===== src/rtl/alu_control_mc.sv =====
// Multi-cycle ALU/MDU control: decodes {funct7, ALU_Op, funct3} and sequences RV32M ops.
// Optional RV32M decode and MDU sequencing are enabled by defining ALU_CTRL_MEXT_EN.
module alu_control_mc #(
  parameter int unsigned OP_WIDTH    = 5,
  parameter int unsigned MUL_LATENCY = 2,
  parameter int unsigned DIV_LATENCY = 32
) (
  input  logic                clk,
  input  logic                reset,
  input  logic                valid_i,
  input  logic [6:0]          funct7_i,
  input  logic [2:0]          ALU_Op_i,
  input  logic [2:0]          funct3_i,
  output logic [OP_WIDTH-1:0] ALU_Operation_o,
  output logic                Illegal_o,
  output logic                Stall_o,
  output logic                Mdu_Start_o,
  output logic                Done_o
);

  localparam int unsigned MAX_LAT   = (MUL_LATENCY > DIV_LATENCY) ? MUL_LATENCY : DIV_LATENCY;
  localparam int unsigned CNT_WIDTH = $clog2(MAX_LAT + 1);
  localparam int unsigned CODE_W    = 5;

  typedef logic [CODE_W-1:0] code_t;

  localparam code_t OP_ADD  = 5'd0;
  localparam code_t OP_SUB  = 5'd1;
  localparam code_t OP_AND  = 5'd2;
  localparam code_t OP_OR   = 5'd3;
  localparam code_t OP_XOR  = 5'd4;
  localparam code_t OP_LUI  = 5'd5;
  localparam code_t OP_SRL  = 5'd6;
  localparam code_t OP_SLL  = 5'd7;
  localparam code_t OP_SRA  = 5'd8;
  localparam code_t OP_SLT  = 5'd9;
  localparam code_t OP_SLTU = 5'd10;
  localparam code_t OP_MUL  = 5'd11;
  localparam code_t OP_DIV  = 5'd15;

  localparam logic [6:0] F7_BASE = 7'b0000000;
  localparam logic [6:0] F7_ALT  = 7'b0100000;
  localparam logic [6:0] F7_MEXT = 7'b0000001;

  if (OP_WIDTH < 5) begin : g_chk_op
    $error("OP_WIDTH must be >= 5");
  end
  if (MUL_LATENCY < 1 || DIV_LATENCY < 1) begin : g_chk_lat
    $error("MUL_LATENCY and DIV_LATENCY must be >= 1");
  end

  code_t dec_op;
  logic  dec_ill;

  // Pure combinational instruction decode; illegal encodings force op 0.
  always_comb begin
    dec_op  = OP_ADD;
    dec_ill = 1'b0;
    unique case (ALU_Op_i)
      3'b000: begin
        if (funct7_i == F7_BASE) begin
          unique case (funct3_i)
            3'b000:  dec_op = OP_ADD;
            3'b001:  dec_op = OP_SLL;
            3'b010:  dec_op = OP_SLT;
            3'b011:  dec_op = OP_SLTU;
            3'b100:  dec_op = OP_XOR;
            3'b101:  dec_op = OP_SRL;
            3'b110:  dec_op = OP_OR;
            default: dec_op = OP_AND;
          endcase
        end else if (funct7_i == F7_ALT) begin
          if (funct3_i == 3'b000)      dec_op  = OP_SUB;
          else if (funct3_i == 3'b101) dec_op  = OP_SRA;
          else                         dec_ill = 1'b1;
`ifdef ALU_CTRL_MEXT_EN
        end else if (funct7_i == F7_MEXT) begin
          dec_op = OP_MUL + code_t'(funct3_i);
`endif
        end else begin
          dec_ill = 1'b1;
        end
      end
      3'b001: begin
        unique case (funct3_i)
          3'b000: dec_op = OP_ADD;
          3'b001: begin
            if (funct7_i == F7_BASE) dec_op  = OP_SLL;
            else                     dec_ill = 1'b1;
          end
          3'b010: dec_op = OP_SLT;
          3'b011: dec_op = OP_SLTU;
          3'b100: dec_op = OP_XOR;
          3'b101: begin
            if (funct7_i == F7_BASE)     dec_op  = OP_SRL;
            else if (funct7_i == F7_ALT) dec_op  = OP_SRA;
            else                         dec_ill = 1'b1;
          end
          3'b110:  dec_op = OP_OR;
          default: dec_op = OP_AND;
        endcase
      end
      3'b010: dec_op = OP_ADD;
      3'b011: begin
        unique case (funct3_i)
          3'b000, 3'b001: dec_op  = OP_SUB;
          3'b100, 3'b101: dec_op  = OP_SLT;
          3'b110, 3'b111: dec_op  = OP_SLTU;
          default:        dec_ill = 1'b1;
        endcase
      end
      3'b100:  dec_op  = OP_LUI;
      default: dec_ill = 1'b1;
    endcase
    if (dec_ill) dec_op = OP_ADD;
  end

`ifdef ALU_CTRL_MEXT_EN
  typedef enum logic {IDLE, BUSY} state_t;

  state_t               state_q, state_d;
  logic [CNT_WIDTH-1:0] cnt_q, cnt_d;
  code_t                op_q, op_d;
  logic                 is_mdu, is_div;

  assign is_mdu = !dec_ill && (dec_op >= OP_MUL);
  assign is_div = dec_op >= OP_DIV;

  always_ff @(posedge clk) begin
    if (!reset) begin
      state_q <= IDLE;
      cnt_q   <= '0;
      op_q    <= OP_ADD;
    end else begin
      state_q <= state_d;
      cnt_q   <= cnt_d;
      op_q    <= op_d;
    end
  end

  // In BUSY the latched op is held and the inputs are ignored until the counter expires.
  always_comb begin
    state_d         = state_q;
    cnt_d           = cnt_q;
    op_d            = op_q;
    ALU_Operation_o = OP_WIDTH'(dec_op);
    Illegal_o       = dec_ill;
    Stall_o         = 1'b0;
    Mdu_Start_o     = 1'b0;
    Done_o          = 1'b0;
    unique case (state_q)
      IDLE: begin
        if (valid_i && is_mdu) begin
          Stall_o     = 1'b1;
          Mdu_Start_o = 1'b1;
          state_d     = BUSY;
          op_d        = dec_op;
          cnt_d       = is_div ? CNT_WIDTH'(DIV_LATENCY - 1) : CNT_WIDTH'(MUL_LATENCY - 1);
        end
      end
      BUSY: begin
        ALU_Operation_o = OP_WIDTH'(op_q);
        Illegal_o       = 1'b0;
        if (cnt_q != '0) begin
          Stall_o = 1'b1;
          cnt_d   = CNT_WIDTH'(cnt_q - 1'b1);
        end else begin
          Done_o  = 1'b1;
          state_d = IDLE;
        end
      end
      default: state_d = IDLE;
    endcase
  end
`else
  logic                 unused_ok;
  logic [CNT_WIDTH-1:0] unused_cnt;

  assign unused_ok       = ^{clk, reset, valid_i, F7_MEXT, OP_DIV};
  assign unused_cnt      = '0;
  assign ALU_Operation_o = OP_WIDTH'(dec_op);
  assign Illegal_o       = dec_ill;
  assign Stall_o         = 1'b0;
  assign Mdu_Start_o     = 1'b0;
  assign Done_o          = 1'b0;
`endif

endmodule


===== config.mk =====
export PLATFORM = sky130hd
export DESIGN_NAME = alu_control_mc
export DESIGN_NICKNAME = d
export VERILOG_FILES = /design/src/rtl/alu_control_mc.sv
export SDC_FILE = /design/constraint.sdc
export NUM_CORES = 1
export LEC_CHECK = 0
export ABC_CLOCK_PERIOD_IN_PS = 8200
export CAP_MARGIN = 40
export CORE_AREA = 2 2 39 41
export DETAILED_ROUTE_END_ITERATION = 10
export DIE_AREA = 0 0 41 43
export GPL_ROUTABILITY_DRIVEN = 0
export PLACE_DENSITY = 0.68
export SKIP_LAST_GASP = 1
export SLEW_MARGIN = 0
export SYNTH_ARGS = -nofsm -noshare
export SYNTH_HDL_FRONTEND = slang
export SYNTH_SLANG_ARGS = --single-unit

===== constraint.sdc =====
create_clock -name vclk -period 8.2
set_input_delay 2.46 -clock vclk [all_inputs]
set_output_delay 2.46 -clock vclk [all_outputs]
set_load 0.01 [all_outputs]

Word-level counts from Yosys, hierarchy flattened
Index checks and enable logic that the tools add are counted.
{ "classes": {"add_sub_neg": 0, "n_mul": 0, "n_div": 0, "magnitude_cmp": 0, "n_eq_ne": 12, "shifts": 0, "n_mux": 22, "bitwise": 0, "reduce_logical": 8} }
{ "op_table": {"columns": ["operator", "n"], "rows": [
  ["$pmux 4 s7", 2],
  ["$mux 4", 5],
  ["$pmux 5 s4", 1],
  ["$eq 3x3->1 const B", 5],
  ["$eq 3x2->1 const B", 4],
  ["$pmux 4 s3", 1],
  ["$mux 5", 2],
  ["$mux 1", 8],
  ["$reduce_or 2->1", 4],
  ["$eq 7x6->1 const B", 1],
  ["$logic_not 7->1", 1],
  ["$eq 3x1->1 const B", 2],
  ["$logic_not 3->1", 2],
  ["$reduce_or 6->1", 1],
  ["$pmux 1 s4", 1],
  ["$mux 3", 1],
  ["$pmux 1 s2", 1]
]} }
{ "word_totals": {"register_bits": 0, "latch_bits": 0, "ramBits": 0, "rom_bits": 0, "inputBits": 16, "n_memories": 0} }

Depth between registers and ports, before layout
Gate-level depths: netlist (run 1).
{ "depth": {"ltp_word": 7, "ltp_mapped": 5, "ltp_nobuf": 4} }

Worst setup path after synthesis (run 1)
OpenSTA, ideal clock, no wires.
{ "synth_timing": {"path_kind": "input-to-output", "startpoint": "in funct7_i[1]", "endpoint": "out ALU_Operation_o[3]", "arrival_time_ps": 3987, "required_ps": 5740, "path_slack_ps": 1753, "path_stages": 4, "n_path_buf": 0, "path_cell_list": "or4_4 > or3_4 > or4_4 > o211ai_2"} }
{ "synth_via": {"elab_chain_len": 6} }
{ "synth_lines": {"columns": ["element", "line", "text"], "rows": [
  ["from (decl)", "11", "input logic [6:0] funct7_i,"],
  ["$eq 7x6->1", "72, 96", null],
  ["$mux 4 / $mux 1 (equally long branches)", "96", "else if (funct7_i == F7_ALT) dec_op = OP_SRA;"],
  ["$mux 4 / $mux 1 (equally long branches)", "95", "if (funct7_i == F7_BASE) dec_op = OP_SRL;"],
  ["$pmux 4 s7 / $pmux 1 s2 (equally long branches)", "85", "unique case (funct3_i)"],
  ["$pmux 5 s4 / $pmux 1 s4 (equally long branches)", "59", "unique case (ALU_Op_i)"],
  ["$mux 5 *", "115", "if (dec_ill) dec_op = OP_ADD;"],
  ["to (decl)", "14", "output logic [OP_WIDTH-1:0] ALU_Operation_o,"]
]} }
Every way passes the cells marked *; elsewhere a longest branch is shown, timed or not.

Worst setup path after layout (run 1)
Same ends and word-level chain as after synthesis.

==> flow_summary_export.csv, run 1 <==
group,metric,value,unit
outcome,status,"complete, no violations",
timing,setup_viol,0,
clocking,cts_hold_buf,0,
detailed_routing,drtIter0Drc,3,
power,ir_drop,15.8,µV
worst_setup_path,start_kind,"primary input",
clocking,cts_resized,0,
final_layout,syn2layout_area_growth,52.0,%
synthesis,synth_area_leader_cell,"buf_4",
placed_design,dp.final_hpwl,647,µm
final_layout,final-seq-area,0,µm²
power,pwr-share-clk,0,%
timing,fmax,135,MHz
synthesis,synth_area_leaders,"buf_4 (9.6%), a21oi_1 (8.0%), or4_4 (7.2%)",
synthesis,yosysTopAreaCellShare,9.60,%
final_layout,drive_above_1_share,9.84,%
grt,grt_usage,10.2,%
synthesis,ys_types,25,
detailed_routing,viasPerCell,5.01,
synthesis,syn_area,313,µm²
detailed_routing,finalWirelength,861,µm
power,power_density,44.1,nW/µm²
worst_setup_path,cp_max_fo,4,
timing,rsz0062_at_grt,"no",
worst_setup_path,crit_type,"in -> out",
synthesis,synth_seq_area_share,0,%
grt,grt_pass1_wl,1350,µm
detailed_routing,route.antenna.remaining_nets,0,
synthesis,syn_avg_cell_area,6.38,µm²
die,dieHeight,43,µm
worst_setup_path,worstPathArrival,4.93,ns
final_layout,final_area,475,µm²
power,p_sw_share,45.6,%
job,max-cap-violations,0,
synthesis,yosysWarnings,0,
final_layout,mostFrequentLayoutCell,"clkdlybuf4s50_1",
detailed_routing,avgRoutedWirePerCell,11.2,µm
timing,period_minus_slack,7.39,ns
timing,setup_tns,0,ns
timing,hold_viol,0,
die,num_rows,14,
timing,report.final.slew_viol_count,0,
worst_setup_path,worstSetupEndpointType,"output port",
power,p_leak,0.159,nW
worst_hold_path,hold_path_class,"in -> out",
worst_setup_path,cp.required,5.74,ns
placed_design,place_area,475,µm²
grt,grt_pass1_vias,312,
power,power.total,0.0210,mW
detailed_routing,vias,386,
timing,timing.final.crit_share,90.1,%
final_layout,final_cell_mix,"clkdlybuf4s50_1 (18), a21oi_1 (5), o21ai_0 (4), nor2_1 (4), conb_1 (4)",
detailed_routing,drc,0,
grt,overflow,0,
final_layout,finalNetCount,79,
power,p_switching,0.00955,mW
final_layout,antennaDiodeCount,0,
power,combPwrFrac,100.0,%
die,initial_core_util,22.6,%
final_layout,nClkBuffers,0,
detailed_routing,drt-pass1-iter-count,4,
clocking,postCtsSetupRepairBufs,0,
die,io_pins,25,
synthesis,syn_inst,49,
die,die_area,1760,µm²
placed_design,io_buffers,18,
power,power.internal,0.0114,mW
die,dieWidth,41,µm
power,seqPwrFrac,0,%
grt,antenna_found_initial,0,
grt,grt_max_degree,12,
final_layout,nFlopsAndLatches,0,
die,fp.coreArea,1380,µm²
==> power groups by stage <==
stage          registers, mW  clock network [mW]  logic, mW
6_report                   0                   0     0.0210
3_5_place_dp               0                   0     0.0208
2_1_floorplan              0                   0     0.0114
5_1_grt                    0                   0     0.0230
3_3_place_gp               0                   0     0.0205
4_1_cts                    0                   0     0.0209
==> final timing paths <==
check                   start  slack, ns  cells after the start            endpoint
setup / recovery  funct7_i[1]       0.81                      6  ALU_Operation_o[3]
hold / removal    funct7_i[4]       6.09                      4  ALU_Operation_o[0]
==> final cells by class <==
type	instances	area, µm²
Fill cell	163	908
Inverter	1	3.75
Multi-Input combinational cell	42	272
Tap cell	16	20.0
Timing Repair Buffer	18	180
==> worst max-delay path: stages <==
cell and delay (ns):
clkdlybuf4s50_1 0.40, or4_4 0.53, or3_4 0.36, or4_4 0.49
o211ai_2 0.14, clkdlybuf4s50_1 0.55
==> layer usage <==
| layer | vias to the layer above | part of all wire, % | global-route usage [%] |
|---|---|---|---|
| met5 | - | 0 | 0 |
| met4 | 0 | 0 | 0 |
| met3 | 0 | 11 | 0.524 |
| met2 | 20 | 41 | 15.3 |
| met1 | 168 | 48 | 16.5 |
| li1 | 198 | - | - |
==> cell families after synthesis <==
kind of cell,share of synthesized area [%]
compound gates,36.4
xor+xnor,2.80
buf+inv,16.8
mux,3.60
other cells,1.20
simple gates,39.2
==> cell usage after synthesis (2+ instances only) <==
master and instances:
buf_4 4, o31ai_1 2, nand2_1 3, o21ai_0 4, a21oi_1 5, or4_4 2, clkbuf_1 5, nand2b_1 2
o21a_1 2, nor2_1 4, nor3b_1 2
==> through the flow <==
stage	std cells	worst slack, ns	hold slack, ns	utilization, %
after floorplan	52	1.75	5.01	-
after global placement	77	0.810	6.08	34.4
after detailed placement	77	0.802	6.08	34.4
after CTS	77	0.801	6.09	34.4
after global routing	77	0.737	6.11	34.4
final	77	0.814	6.09	34.4
Power figures use the tool's default switching activity.
==> inputs of run 2 (changes only) <==
Settings changed: PLACE_DENSITY 0.68 to 0.72.
==> run 2 against run 1 <==
  * Routed wire length is 11% lower
  * Final cell count unchanged
  * Die area did not move
  * Clock-buffer cell count stayed put
  * Power decreased by 1.7%
  * Cell area did not move
  * Critical path depth did not move
  * Global-route usage shrank 0.70 points
  * Worst hold slack worse by 0.0091 ns
  * Maximum frequency is essentially flat
  * Flip-flop and latch count stayed put
  * Critical endpoint unchanged
==> flow_summary_export.csv, run 2 (synthesis gave the netlist of run 1 again) <==
group,metric,value,unit
outcome,status,"complete, no violations",
worst_hold_path,min_from,"funct7_i[4]",
power,p_sw_share,44.7,%
final_layout,nFlopsAndLatches,0,
final_layout,mostFrequentLayoutCell,"clkdlybuf4s50_1",
worst_setup_path,worstPathArrival,4.92,ns
detailed_routing,finalWirelength,770,µm
final_layout,syn2layout_area_growth,52.0,%
die,initial_core_util,22.6,%
die,fp.coreArea,1380,µm²
power,power_density,43.3,nW/µm²
worst_hold_path,hold_depth,4,
power,pwr-share-clk,0,%
detailed_routing,route.antenna.remaining_nets,0,
clocking,cts_hold_buf,0,
detailed_routing,avgRoutedWirePerCell,10.0,µm
timing,period_minus_slack,7.38,ns
power,ir_drop,13.8,µV
power,p_leak,0.159,nW
timing,setup_viol,0,
grt,antenna_found_initial,0,
timing,holdWs,6.08,ns
worst_setup_path,cp_max_fo,4,
final_layout,antennaDiodeCount,0,
timing,fmax,135,MHz
detailed_routing,viasPerCell,4.96,
timing,timing.final.crit_share,90.0,%
final_layout,nClkBuffers,0,
grt,grt_pass1_vias,298,
timing,report.final.slew_viol_count,0,
final_layout,final-seq-area,0,µm²
timing,rsz0062_at_grt,"no",
power,p_switching,0.00920,mW
detailed_routing,vias,382,
grt,grt_pass1_wl,1280,µm
grt,overflow,0,
worst_setup_path,crit_slowest_cell,"clkdlybuf4s50_1",
grt,grt_max_degree,12,
worst_setup_path,worst-path-buf-inv,2,
die,io_pins,25,
final_layout,final_cell_mix,"clkdlybuf4s50_1 (18), a21oi_1 (5), o21ai_0 (4), nor2_1 (4), conb_1 (4)",
worst_setup_path,worstSetupEndpointType,"output port",
placed_design,io_buffers,18,
worst_setup_path,crit_chain,"clkdlybuf4s50_1 > or4_4 > or3_4 > or4_4 > o211ai_2 > clkdlybuf4s50_1",
power,combPwrFrac,100.0,%
timing,setup_tns,0,ns
worst_setup_path,cp.required,5.74,ns
worst_setup_path,start_kind,"primary input",
final_layout,drive_above_1_share,9.84,%
detailed_routing,drt-pass1-iter-count,4,
worst_hold_path,hold_path_class,"in -> out",
placed_design,dp.final_hpwl,625,µm
final_layout,n_fill_cell,154,
power,seqPwrFrac,0,%
detailed_routing,drtIter0Drc,9,
worst_setup_path,cpPeakStageDelay,0.55,ns
power,power.internal,0.0114,mW
detailed_routing,drc,0,
die,dieWidth,41,µm
clocking,cts_resized,0,
worst_setup_path,crit_type,"in -> out",
die,dieHeight,43,µm
worst_setup_path,cp_top_family,"simple AND/OR/NAND/NOR gates",
grt,grt_usage,9.49,%
job,max-cap-violations,0,
die,die_area,1760,µm²
clocking,postCtsSetupRepairBufs,0,
die,num_rows,14,
worst_hold_path,holdPathEnd,"ALU_Operation_o[0]",
final_layout,finalNetCount,79,
timing,hold_viol,0,
[run 2: cell counts in the layout (fill, tap and decap cells not counted)]
No cell type changed its count.
[run 2: per-stage QoR]
stage / cell area (µm²) / setup slack [ns] / utilization [%] / instances / power [mW]
final: 475 / 0.817 / 34.4 / 77 / 0.0206
after global routing: 475 / 0.762 / 34.4 / 77 / 0.0228
after CTS: 475 / 0.804 / 34.4 / 77 / 0.0207
after detailed placement: 475 / 0.813 / 34.4 / 77 / 0.0206
after global placement: 475 / 0.808 / 34.4 / 77 / 0.0205
after floorplan: 324 / 1.75 / - / 52 / 0.0114
[run 2: power by group through the flow]
stage	sequential, mW	combinational, mW	clock, mW
floorplan	0	0.0114	0
global placement	0	0.0205	0
detailed placement	0	0.0206	0
CTS	0	0.0207	0
global route	0	0.0228	0
finish	0	0.0206	0
[run 2: per-layer routing]
| layer | up-vias | wire (µm) | global-route usage [%] | part of all wire, % |
|---|---|---|---|---|
| met4 | 0 | 0 | 0 | 0 |
| met3 | 0 | 69 | 0.524 | 9.0 |
| li1 | 196 | - | - | - |
| met2 | 16 | 350 | 14.7 | 45 |
| met5 | - | 0 | 0 | 0 |
| met1 | 170 | 350 | 14.9 | 45 |
[run 2: worst max path at each step]
stage | start | end | depth (start not counted)
3_3_place_gp | funct7_i[1] | ALU_Operation_o[3] | 6
6_report | funct7_i[1] | ALU_Operation_o[3] | 6
4_1_cts | funct7_i[1] | ALU_Operation_o[3] | 6
2_1_floorplan | funct7_i[1] | ALU_Operation_o[3] | 4
5_1_grt | funct7_i[1] | ALU_Operation_o[3] | 6
3_5_place_dp | funct7_i[1] | ALU_Operation_o[3] | 6
[run 2: layout make-up]
type / instances / area [µm²] / share of cell area [%]
multi-input cells: 42 / 272 / 57.1
inverters: 1 / 3.75 / 0.789
repair buffers: 18 / 180 / 37.9
well taps: 16 / 20.0 / 4.21
[run 2: tightest hold or removal path: stages]
cell,delay (ns)
clkdlybuf4s50_1,0.47
or3_4,0.13
o31ai_1,0.08
clkdlybuf4s50_1,0.47
